## src/rtl/rr_req_arbiter.sv

```systemverilog
// Round-robin valid/ready arbiter: combinational grant from a rotating pointer,
// with a lock that pins the grant while the downstream stalls.
module rr_req_arbiter #(
  parameter int unsigned NumIn     = 4,
  parameter int unsigned DataWidth = 32,
  parameter int unsigned IdxW      = (NumIn > 1) ? $clog2(NumIn) : 1
) (
  input  logic                       clk,
  input  logic                       rst,
  input  logic [NumIn-1:0]           req_valid_i,
  input  logic [NumIn*DataWidth-1:0] req_data_i,
  output logic [NumIn-1:0]           req_ready_o,
  output logic                       gnt_valid_o,
  input  logic                       gnt_ready_i,
  output logic [DataWidth-1:0]       gnt_data_o,
  output logic [IdxW-1:0]            gnt_idx_o,
  output logic                       proto_err_o
);

  localparam logic [IdxW:0] NumInW = (IdxW+1)'(NumIn);

  logic [IdxW-1:0] ptr_q, ptr_d;
  logic            lock_q, lock_d;
  logic [IdxW-1:0] lock_idx_q, lock_idx_d;
  logic            proto_err_q, proto_err_d;

  logic [IdxW-1:0] cand;
  logic            gnt_valid;
  logic [IdxW:0]   scan;
  logic [IdxW:0]   ptr_nxt;

  // Scan runs from the highest offset down so the last hit is the one closest to ptr_q.
  always_comb begin
    cand      = '0;
    gnt_valid = 1'b0;
    scan      = '0;
    if (lock_q) begin
      cand      = lock_idx_q;
      gnt_valid = req_valid_i[lock_idx_q];
    end else begin
      gnt_valid = |req_valid_i;
      for (int i = NumIn - 1; i >= 0; i--) begin
        scan = {1'b0, ptr_q} + (IdxW+1)'(i);
        if (scan >= NumInW) begin
          scan = scan - NumInW;
        end
        if (req_valid_i[scan[IdxW-1:0]]) begin
          cand = scan[IdxW-1:0];
        end
      end
    end
  end

  always_comb begin
    gnt_data_o  = '0;
    req_ready_o = '0;
    for (int k = 0; k < NumIn; k++) begin
      if (gnt_valid && (cand == IdxW'(k))) begin
        gnt_data_o     = req_data_i[k*DataWidth +: DataWidth];
        req_ready_o[k] = gnt_ready_i;
      end
    end
  end

  assign gnt_valid_o = gnt_valid;
  assign gnt_idx_o   = cand;
  assign proto_err_o = proto_err_q;

  // A locked requester that withdraws valid is an error; its lock is released without rotating.
  always_comb begin
    ptr_d       = ptr_q;
    lock_d      = lock_q;
    lock_idx_d  = lock_idx_q;
    proto_err_d = proto_err_q;
    ptr_nxt     = {1'b0, cand} + (IdxW+1)'(1);
    if (ptr_nxt >= NumInW) begin
      ptr_nxt = '0;
    end
    if (lock_q && !gnt_valid) begin
      proto_err_d = 1'b1;
      lock_d      = 1'b0;
    end else if (gnt_valid && gnt_ready_i) begin
      ptr_d  = ptr_nxt[IdxW-1:0];
      lock_d = 1'b0;
    end else if (gnt_valid) begin
      lock_d     = 1'b1;
      lock_idx_d = cand;
    end
  end

  always_ff @(posedge clk or posedge rst) begin
    if (rst) begin
      ptr_q       <= '0;
      lock_q      <= 1'b0;
      lock_idx_q  <= '0;
      proto_err_q <= 1'b0;
    end else begin
      ptr_q       <= ptr_d;
      lock_q      <= lock_d;
      lock_idx_q  <= lock_idx_d;
      proto_err_q <= proto_err_d;
    end
  end

endmodule

```

## config.mk

```make
export PLATFORM = sky130hd
export DESIGN_NAME = rr_req_arbiter
export DESIGN_NICKNAME = d
export VERILOG_FILES = /design/src/rtl/rr_req_arbiter.sv
export SDC_FILE = /design/constraint.sdc
export NUM_CORES = 1
export LEC_CHECK = 0
export BUFFER_PORTS_ARGS = -buffer_cell sky130_fd_sc_hd__buf_2
export CORE_ASPECT_RATIO = 0.5
export CORE_MARGIN = 3
export CORE_UTILIZATION = 30
export DETAILED_ROUTE_END_ITERATION = 16
export GPL_TIMING_DRIVEN = 1
export HOLD_SLACK_MARGIN = 0.1
export PLACE_DENSITY = 0.68
export SLEW_MARGIN = 20
export SYNTH_ARGS = -nofsm -noshare
export SYNTH_HDL_FRONTEND = slang
export SYNTH_SLANG_ARGS = --single-unit
```

## constraint.sdc

```tcl
create_clock -name clk -period 2.8 [get_ports clk]
set_input_delay 0.28 -clock clk [delete_from_list [all_inputs] [get_ports clk]]
set_output_delay 0.28 -clock clk [all_outputs]
set_load 0.01 [all_outputs]
```

==> flow_summary_export.csv <==
group,metric,value,unit
routing,final_antenna_net_count,0,
critical_path,setup.worst_path.start_class,"register",
global_routing,global_route.usage.met2,30.7,%
timing,fmax,347,MHz
timing,worst_slack,-82.9,ps
cts,cts_inserted_buffers,3,
min_path,whs_path_depth,2,
critical_path,crit_slowest_cell,"dfrtp_1",
timing,worstMarginPinSlew,403,ps
critical_path,worst-path-buf-inv,2,
critical_path,required,2520,ps
job,maxCapViolations,0,
placement,placed_area,2850,um^2
critical_path,path_cells,"and3b_1 -> a211oi_2 -> o221a_2 -> nor2_4 -> ha_4 -> buf_12 -> and3b_1 -> a211oi_2 -> a211o_1 -> a21oi_2 -> buf_2",
routing,vias_per_cell,5.11,
cells_and_area,layout-drive-gt1-share,54.1,%
run_status,status,"finished, violations left",
power,powerDensity,1060,nW/um^2
cts,worstSkewPairLatency,230,ps
critical_path,path_delay_family,"compound AO/OA/AOI/OAI gates",
global_routing,grt_pass1_vias,2186,
min_path,min_to,"lock_q$_DFFE_PP0P_",
cells_and_area,fill_cells,568,
timing,finalCritPeriodShare,103,%
cts,clockBufferDepth,2,
global_routing,gr-total-overflow,0,
timing,rsz0062_at_grt,"true",
global_routing,grt_use_met1,24.8,%
placement,dp_hpwl,5.64,mm
global_routing,grt_max_degree,44,
synthesis,avgSynthCellArea,6.67,um^2
synthesis,synth.distinct_cells,34,
floorplan,rows,19,
cells_and_area,final_util,55.9,%
cells_and_area,diodes,0,
power,total_power,3.39,mW
timing,setup_violations,29,
floorplan,io_pins,175,
critical_path,setup.worst_path.class,"reg -> out",
global_routing,gr-usage-all-layers,17.6,%
critical_path,r2r_slack,910,ps
synthesis,synth_ff_type,"dfrtp_1",
critical_path,critical-path-max-stage-delay,430,ps
timing,drv_slew,0,
cts,clock_sinks,6,
cells_and_area,layout.nets,585,
cts,cts_tree,"yes",
placement,io_buffers,174,
cells_and_area,layout.cells.non_filler,517,
placement,gp_congestion,0.872,
routing,wire_per_inst,14.5,um
routing,drtIter0Drc,124,
critical_path,endpoint_kind,"primary output",
synthesis,yosysSeqAreaShare,8.18,%
floorplan,coreArea,5710,um^2
synthesis,netlist_instances,275,
routing,vias,2640,
cts,h-tree-depth,1,
critical_path,cp_max_fo,19,
global_routing,grt_pass1_wl,10.3,mm
cts,clockRootBuffer,"clkbuf_16",
cells_and_area,area_growth,73.8,%
timing,max_slew_margin,72.8,%
floorplan,die_h,61.3,um
min_path,min_from,"gnt_ready_i",
routing,drc,0,
timing,clock_skew,0.677,ps
synthesis,synth_fp_nets,414,
routing,drt-total-wl,7.51,mm
power,p_leak,1.79,nW
critical_path,r2r_cells,5,
timing,hold_slack,410,ps
synthesis,yosysWarnings,0,
min_path,hold_class,"in -> reg",
critical_path,r2r-start,"lock_idx_q[1]$_DFFE_PP0P_",
cts,cts.clk_slew.worst_paths,30,ps
floorplan,dieWidth,117,um
critical_path,arrival,2600,ps
synthesis,synth_edf_count,0,
synthesis,synth-seq-cells,6,
run_status,violations,"setup timing",
critical_path,timing.rr.end,"lock_idx_q[0]$_DFFE_PP0P_",
cells_and_area,fin_area,3190,um^2
global_routing,busiest_layer,"met2",
global_routing,grt_antenna_before_repair,0,
routing,first_pass_iters,4,
floorplan,start_util,32.2,%
power,peakVddDrop,0.000495,V
synthesis,syn_area,1840,um^2
timing,min_period,2880,ps
global_routing,grtUsageMet3,0.687,%
placement,numPlacedInstances,506,
synthesis,async_flop_share,100,%
floorplan,dieArea,7150,um^2
timing,finalHoldViolCount,0,
[Yosys cell counts, types with 2 or more instances]
cell / number / area, um^2
and3b_1: 32 / 280
nand2b_1: 3 / 18.8
inv_1: 37 / 139
clkbuf_1: 20 / 75.1
a211oi_1: 32 / 240
o221ai_1: 2 / 17.5
dfrtp_1: 6 / 150
buf_2: 4 / 20.0
a21oi_1: 35 / 175
buf_4: 3 / 22.5
and3_1: 4 / 25.0
ha_1: 4 / 50.1
o21ai_0: 2 / 10.0
a211o_1: 32 / 280
nor2_1: 3 / 11.3
a21boi_0: 2 / 15.0
nand2_1: 37 / 139
[timing repair]
action	4_1_cts	5_1_grt
buffers inserted	1	4
gates cloned	1	1
setup endpoints to repair	32	32
hold buffers	1	0
pin swaps	3	39
hold endpoints to repair	6	0
resized for setup	11	27
[per-stage QoR]
| stage | setup slack, ps | TNS (ps) |
|---|---|---|
| detailed placement | 90.6 | 0 |
| finish | -82.9 | -1290 |
| floorplan | 24.0 | 0 |
| CTS | -1.39 | -2.76 |
| global route | -176 | -4470 |
| global placement | 119 | 0 |
[metal layers]
metal	routed length, um	part of all wire, %
met4	56	0.75
met2	3910	52
met5	0	0
met1	3330	44
met3	219	2.9
[registers in the layout, summed over array words and instances, names as in the netlist]
register     flops
ptr_q            2
proto_err_o      1
lock_q           1
lock_idx_q       2
[cell type report]
| cell class | instances | area [um^2] | area share, % |
|---|---|---|---|
| flip-flops and latches | 6 | 150 | 4.71 |
| multi-input cells | 203 | 1590 | 49.9 |
| clock buffers | 3 | 75.1 | 2.35 |
| repair buffers | 194 | 1140 | 35.6 |
| inverters | 38 | 145 | 4.55 |
| well taps | 73 | 91.3 | 2.86 |
[worst reg2reg max path, delay by kind of cell (launching register included)]
family | cells | cell delay, ps
multiplexers | 2 | 840
flip-flops | 1 | 380
buffers and inverters | 1 | 320
AO/OA/AOI/OAI | 2 | 200
[placed cells by master, fill, tap and decap left out, drive strengths merged, types with 2 or more instances in the layout]
master    n
a211o    32
a211oi   32
a21boi    2
a21oi    36
and3      4
and3b    32
buf     192
clkbuf    4
dfrtp     6
ha        4
inv      38
nand2    37
nand2b    3
nor2      3
o21ai     2
o221ai    2
[worst max-delay path by stage]
| stage | start | to | slack [ps] | cells after the start |
|---|---|---|---|---|
| after global placement | req_valid_i[2] | gnt_data_o[22] | 120 | 12 |
| final | ptr_q[1]$_DFFE_PP0P_ | gnt_data_o[26] | -80 | 11 |
| after CTS | ptr_q[1]$_DFFE_PP0P_ | gnt_data_o[0] | -1 | 10 |
| after detailed placement | req_valid_i[2] | gnt_data_o[22] | 90 | 12 |
| after global routing | ptr_q[1]$_DFFE_PP0P_ | gnt_data_o[26] | -180 | 11 |
| after floorplan | ptr_q[1]$_DFFE_PP0P_ | gnt_data_o[10] | 20 | 11 |
[where the power goes]
| part | internal (mW) | total, mW | switching (mW) | leakage, nW |
|---|---|---|---|---|
| combinational | 1.48 | 2.99 | 1.51 | 1.68 |
| clock | 0.183 | 0.229 | 0.0460 | 0.0370 |
| sequential | 0.119 | 0.164 | 0.0448 | 0.0678 |
[logic make-up (layout without fill, tap and decap cells)]
family	count (synthesis)	after routing	synth area share (%)
adder cells (fa/ha/maj)	4	4	2.73
AO/OA/AOI/OAI	112	112	43.9
AND/OR/NAND/NOR	85	85	28.2
flip-flops	6	6	8.18
buffers and inverters	66	235	14.5
multiplexers	2	2	2.45
(Power assumes the default switching activity.)
